<file path="config.mk">
export PLATFORM = sky130hd
export DESIGN_NAME = regfile_write_arbiter
export DESIGN_NICKNAME = d
export VERILOG_FILES = /design/src/rtl/regfile_write_arbiter_pkg.sv /design/src/rtl/regfile_write_arbiter_rr_arbiter.sv /design/src/rtl/regfile_write_arbiter.sv
export SDC_FILE = /design/constraint.sdc
export NUM_CORES = 1
export LEC_CHECK = 0
export BUFFER_PORTS_ARGS = -buffer_cell sky130_fd_sc_hd__buf_2
export CORE_ASPECT_RATIO = 1.1
export CORE_MARGIN = 10
export CORE_UTILIZATION = 46
export DETAILED_ROUTE_END_ITERATION = 16
export PLACE_DENSITY = 0.86
export SLEW_MARGIN = 20
export SYNTH_ARGS = -nofsm -noshare
export SYNTH_HDL_FRONTEND = slang
export SYNTH_SLANG_ARGS = --single-unit
</file>
<file path="constraint.sdc">
create_clock -name clk -period 7.2 [get_ports clk]
set_clock_uncertainty 0.2 [all_clocks]
set_input_delay 1.08 -clock clk [delete_from_list [all_inputs] [get_ports clk]]
set_output_delay 1.08 -clock clk [all_outputs]
set_load 0.05 [all_outputs]
</file>
<file path="src/rtl/regfile_write_arbiter_pkg.sv">
// Shared definitions for the register-file write arbiter: default widths,
// the hard-wired zero register and the commit-stage record.
package regfile_write_arbiter_pkg;

    localparam int ADDR_W_DEF = 5;
    localparam int DATA_W_DEF = 32;

    // Register 0 is hard-wired; writes to it are accepted but never committed.
    localparam logic [ADDR_W_DEF-1:0] ZERO_REG = '0;

    typedef struct packed {
        logic                  we;
        logic [ADDR_W_DEF-1:0] addr;
        logic [DATA_W_DEF-1:0] data;
    } commit_t;

endpackage

</file>
<file path="src/rtl/regfile_write_arbiter_rr_arbiter.sv">
// Round-robin selector: scans requesters upward from i_ptr (wrapping) and
// grants the first valid one; nothing is granted while i_hold is high.
module rr_arbiter
    import regfile_write_arbiter_pkg::*;
#(
    parameter int NUM_REQ = 4,
    parameter int IDX_W   = 2
) (
    input  logic [NUM_REQ-1:0] i_valid,
    input  logic [IDX_W-1:0]   i_ptr,
    input  logic               i_hold,
    output logic [NUM_REQ-1:0] o_grant,
    output logic [IDX_W-1:0]   o_grant_idx,
    output logic               o_any
);

    logic [IDX_W:0]   w_pos;
    logic [IDX_W-1:0] w_idx;
    logic             w_found;

    always_comb begin
        o_grant     = '0;
        o_grant_idx = '0;
        o_any       = 1'b0;
        w_pos       = '0;
        w_idx       = '0;
        w_found     = 1'b0;
        for (int k = 0; k < NUM_REQ; k++) begin
            // One extra bit on w_pos lets ptr+k exceed NUM_REQ before the wrap.
            w_pos = {1'b0, i_ptr} + (IDX_W+1)'(k);
            if (w_pos >= (IDX_W+1)'(NUM_REQ)) begin
                w_pos = w_pos - (IDX_W+1)'(NUM_REQ);
            end
            w_idx = w_pos[IDX_W-1:0];
            if (!w_found && !i_hold && i_valid[w_idx]) begin
                w_found        = 1'b1;
                o_grant[w_idx] = 1'b1;
                o_grant_idx    = w_idx;
            end
        end
        o_any = w_found;
    end

endmodule

</file>
<file path="src/rtl/regfile_write_arbiter.sv">
// Round-robin writeback arbiter feeding a one-cycle register-file commit stage,
// with read-port hazard flags. REGFILE_WRITE_ARB_BYPASS_EN adds forwarding outputs.
module regfile_write_arbiter
    import regfile_write_arbiter_pkg::*;
#(
    parameter int NUM_REQ = 4,
    parameter int ADDR_W  = ADDR_W_DEF,
    parameter int DATA_W  = DATA_W_DEF
) (
    input  logic                           clk,
    input  logic                           rst,
    input  logic                           hold,
    input  logic [NUM_REQ-1:0]             req_valid,
    input  logic [NUM_REQ-1:0][ADDR_W-1:0] req_addr,
    input  logic [NUM_REQ-1:0][DATA_W-1:0] req_data,
    output logic [NUM_REQ-1:0]             req_ready,
    input  logic [ADDR_W-1:0]              rd_addr1,
    input  logic [ADDR_W-1:0]              rd_addr2,
    output logic                           rf_we,
    output logic [ADDR_W-1:0]              rf_waddr,
    output logic [DATA_W-1:0]              rf_wdata,
    output logic                           hazard1,
    output logic                           hazard2,
`ifdef REGFILE_WRITE_ARB_BYPASS_EN
    output logic                           fwd_valid1,
    output logic [DATA_W-1:0]              fwd_data1,
    output logic                           fwd_valid2,
    output logic [DATA_W-1:0]              fwd_data2,
`endif
    output logic                           busy
);

    localparam int IDX_W = (NUM_REQ > 1) ? $clog2(NUM_REQ) : 1;

    // Handshake: a requester holds valid with stable addr/data until it sees
    // ready; the transfer happens at the rising edge where valid&ready is high.
    logic [IDX_W-1:0]   r_ptr;
    commit_t            r_stage;
    logic               r_busy;

    logic [NUM_REQ-1:0] w_grant;
    logic [IDX_W-1:0]   w_grant_idx;
    logic               w_any;
    logic               w_hold_eff;
    logic [ADDR_W-1:0]  w_sel_addr;
    logic [DATA_W-1:0]  w_sel_data;

    // Reset also suppresses grants so ready stays low while rst is asserted.
    assign w_hold_eff = hold | rst;

    rr_arbiter #(
        .NUM_REQ (NUM_REQ),
        .IDX_W   (IDX_W)
    ) u_rr (
        .i_valid     (req_valid),
        .i_ptr       (r_ptr),
        .i_hold      (w_hold_eff),
        .o_grant     (w_grant),
        .o_grant_idx (w_grant_idx),
        .o_any       (w_any)
    );

    assign req_ready  = w_grant;
    assign w_sel_addr = req_addr[w_grant_idx];
    assign w_sel_data = req_data[w_grant_idx];

    always_ff @(posedge clk or posedge rst) begin
        if (rst) begin
            r_ptr   <= '0;
            r_stage <= '0;
            r_busy  <= 1'b0;
        end else begin
            r_busy <= w_any;
            if (w_any) begin
                r_ptr         <= (w_grant_idx == IDX_W'(NUM_REQ-1)) ? '0
                                 : w_grant_idx + IDX_W'(1);
                r_stage.we    <= (w_sel_addr != ADDR_W'(ZERO_REG));
                r_stage.addr  <= ADDR_W_DEF'(w_sel_addr);
                r_stage.data  <= DATA_W_DEF'(w_sel_data);
            end else begin
                r_stage <= '0;
            end
        end
    end

    assign rf_we    = r_stage.we;
    assign rf_waddr = ADDR_W'(r_stage.addr);
    assign rf_wdata = DATA_W'(r_stage.data);
    assign busy     = r_busy;

    assign hazard1 = rf_we && (rf_waddr == rd_addr1) && (rd_addr1 != ADDR_W'(ZERO_REG));
    assign hazard2 = rf_we && (rf_waddr == rd_addr2) && (rd_addr2 != ADDR_W'(ZERO_REG));

`ifdef REGFILE_WRITE_ARB_BYPASS_EN
    assign fwd_valid1 = hazard1;
    assign fwd_data1  = hazard1 ? rf_wdata : '0;
    assign fwd_valid2 = hazard2;
    assign fwd_data2  = hazard2 ? rf_wdata : '0;
`endif

endmodule
</file>
==> summary.txt <==
Worst setup path
  – Worst Reg-to-Reg Cells: 10
  – CP bufs+invs: 2
  – Crit Path Class: register to primary output
  – WP depth: 8
  – Worst Setup Start Kind: register
  – CP max FO: 12
  – Largest stage delay, worst path: 0.60 ns
  – Worst EP arrival: roughly 3.3 ns
  – Worst-path cell chain: inv_1, ha_1, mux2_1, a32oi_2, nor3_2, a22o_1, a221o_1, buf_2
  – CP delay by family, top: compound AO/OA/AOI/OAI gates
  – CP max stage cell: dfrtp_1
  – WP data required: 5.92 ns
  – Critical R2R Launch: r_ptr[0]$_DFFE_PP0P_
  – CP Capture Type: primary output
  – CP startpoint: r_ptr[0]$_DFFE_PP0P_

STA
  – Max Transition Viols Final: 0
  – Final hold viol count: 0
  – Final setup vio count: 0
  – Actual slew at the worst max-slew pin: 0.991 ns
  – Unrepaired setup endpoints after global routing: false
  – Fin Hold WS: around 0.63 ns
  – Tmin final: 4.59 ns
  – Crit share post-route: 63.8%
  – Setup TNS: 0 ns
  – Fmax: 218 MHz
  – Slew headroom: 33.9%

Floorplanning
  – Die H: 108 µm
  – Initial core utilization: 48.0%
  – Core region area: 6710 µm²
  – Io pins: 210
  – Die width: around 100 µm
  – Cell Rows: 31
  – Die area: around 11,000 µm²

Clocking
  – CTS tree: done
  – Skew-Pair Late Insertion Delay: 0.29 ns
  – # hold bufs at CTS: 0
  – Clk pin slew, worst setup/hold paths: roughly 0.080 ns
  – Clock buffer depth: 2
  – CTS Root Cell: clkbuf_8
  – H-tree depth: 2
  – CTS Sinks: 41
  – Post-CTS setup buffer count: 0
  – CTS Buf Count: 5
  – # resized after CTS: 0

Logic synthesis
  – Synth Register Bits: 41
  – Mapped Nets: 477
  – Cells after synthesis: 308
  – Cell Area, Synth: 3220 µm²
  – Yosys warning total: 0
  – Async S/R FF share, synth: 100%
  – Main synth FF type: dfrtp_1
  – Count of flip-flops with a built-in enable after synthesis: 0
  – Sequential area share after synthesis: 31.9%
  – Largest family of logic cells by synthesized area: compound AO/OA/AOI/OAI gates
  – Mux contribution to synthesized area: between 10% and 20%
  – Post-Synth XOR/XNOR Area: 2.45%
  – Avg Cell Area, Syn: 10.4 µm²
  – Fraction of the mapped netlist area in adder cells: 1.56%
  – Synth Area in Simple Gates: 13.6%
  – Compound-Gate Fraction of Synth Area: 28.6%
  – Unique masters post-synth: 43

Route
  – Total Wirelength: 11,400 µm
  – DRC viols: 0
  – Vias/cell: approximately 5.6
  – Vias: 3,244
  – Initial DRC count: 117
  – TritonRoute pass-1 iters: 4
  – Antenna viol nets, final: 0
  – Routed len/inst: 19.5 µm

Placed design
  – Detail Placement HPWL: 9060 µm
  – PortBufs: between 200 and 250
  – Routability Congestion: 0.912

Cells and area
  – Nets@finish: between 600 and 700
  – Fillers: approximately 570
  – Most frequent cells in the layout: buf_2 (209), mux2i_1 (41), dfrtp_1 (41)
  – Area delta synth->final: 34.6%
  – Final Core Density: approximately 65%
  – Share of post-route cells with drive strength above 1: a little over half
  – Most common cell after layout, fill and taps aside: buf_2

Min path
  – Worst Min Path Start: r_ptr[1]$_DFFE_PP0P_
  – HP Class: register to register
  – Hold Path Stages: 2

Global route
  – Largest net degree at the start of global routing: 74
  – Initial antenna violation count: 1
  – Total GRT Usage: 19.7%
  – Global-route wire length before repair: 17,400 µm
  – Met3 Use GR: under 10%
  – Top Usage Layer GRT: met2
  – Met1 track demand over resource: 21.3%
  – Vias in the first global route: 3,434
  – Grt met2 use: 34.8%
  – Remaining Overflow, GRT: 0

Job
  – MaxCap Viol Count: 0

Power
  – Max rail drop VDD: 0.215 mV
  – Leakage: 0.00235 µW
  – PD cells: around 290 nW/µm²

Status
  – Status: finished clean
-- routing by layer --
layer | vias up | routed length, µm
met1 | 1523 | 4130
li1 | 1541 | -
met3 | 14 | 1100
met4 | 0 | 192
met2 | 166 | 5980
met5 | - | 0
-- power breakdown --
part           switching (µW)  internal (µW)
sequential               34.6            272
clock                    86.6            104
combinational             487            252
-- tightest hold or removal path: stages (launching register included) --
cell     delay, ns
dfrtp_1       0.51
inv_1         0.18
o21ai_0       0.10
-- cell usage after synthesis, types with 3 or more instances --
library cell | instances | area [µm²]
nor4_1 | 4 | 25.0
xor2_1 | 6 | 52.6
a211oi_2 | 36 | 450
a22o_1 | 5 | 43.8
nor2_1 | 11 | 41.3
xnor2_1 | 3 | 26.3
dfrtp_1 | 41 | 1030
and3_1 | 3 | 18.8
a211oi_1 | 30 | 225
a221o_1 | 4 | 40.0
buf_6 | 8 | 90.1
ha_1 | 4 | 50.1
nand2_1 | 13 | 48.8
mux2_2 | 4 | 45.0
nor3_1 | 5 | 25.0
and2_1 | 35 | 219
a21oi_1 | 7 | 35.0
buf_2 | 11 | 55.1
clkbuf_1 | 5 | 18.8
inv_1 | 4 | 15.0
mux2i_1 | 41 | 410
-- metrics by stage --
| stage | worst slack, ns | area, µm² | instances | power, µW |
|---|---|---|---|---|
| floorplan | 3.33 | 3220 | 308 | 909 |
| global placement | 3.09 | 4210 | 574 | 1020 |
| detailed placement | 2.94 | 4210 | 574 | 1050 |
| CTS | 2.63 | 4330 | 582 | 1240 |
| global route | 2.38 | 4330 | 582 | 1310 |
| finish | 2.61 | 4330 | 584 | 1240 |
-- kinds of logic after synthesis --
group / count (synthesis)
multiplexers: 48
adder cells (fa/ha/maj): 4
AND/OR/NAND/NOR: 79
XOR/XNOR: 9
flip-flops: 41
buffers and inverters: 32
AO/OA/AOI/OAI: 95
-- flip-flops by register name (all words and copies together), names as in the netlist --
signal    flops
rf_waddr      5
rf_wdata     32
rf_we         1
r_ptr         2
busy          1
-- layout make-up --
cell class / count / area, µm² / share of cell area [%]
clock inverters: 3 / 46.3 / 1.07
flip-flops and latches: 41 / 1030 / 23.7
repair buffers: 211 / 1060 / 24.5
clock buffers: 5 / 68.8 / 1.59
well taps: 82 / 103 / 2.37
inverters: 5 / 18.8 / 0.433
multi-input cells: 235 / 2000 / 46.2
diodes: 2 / 5.00 / 0.116
-- final timing paths --
check	endpoint	slack, ns
max reg2reg	rf_we$_DFF_PP0_	2.84
min in group asynchronous	rf_wdata[3]$_DFF_PP0_	0.77
max in group asynchronous	rf_waddr[0]$_DFF_PP0_	5.47
min	r_ptr[1]$_DFFE_PP0P_	0.63
min reg2reg	r_ptr[1]$_DFFE_PP0P_	0.63
max	req_ready[3]	2.61
(Power assumes the default switching activity.)
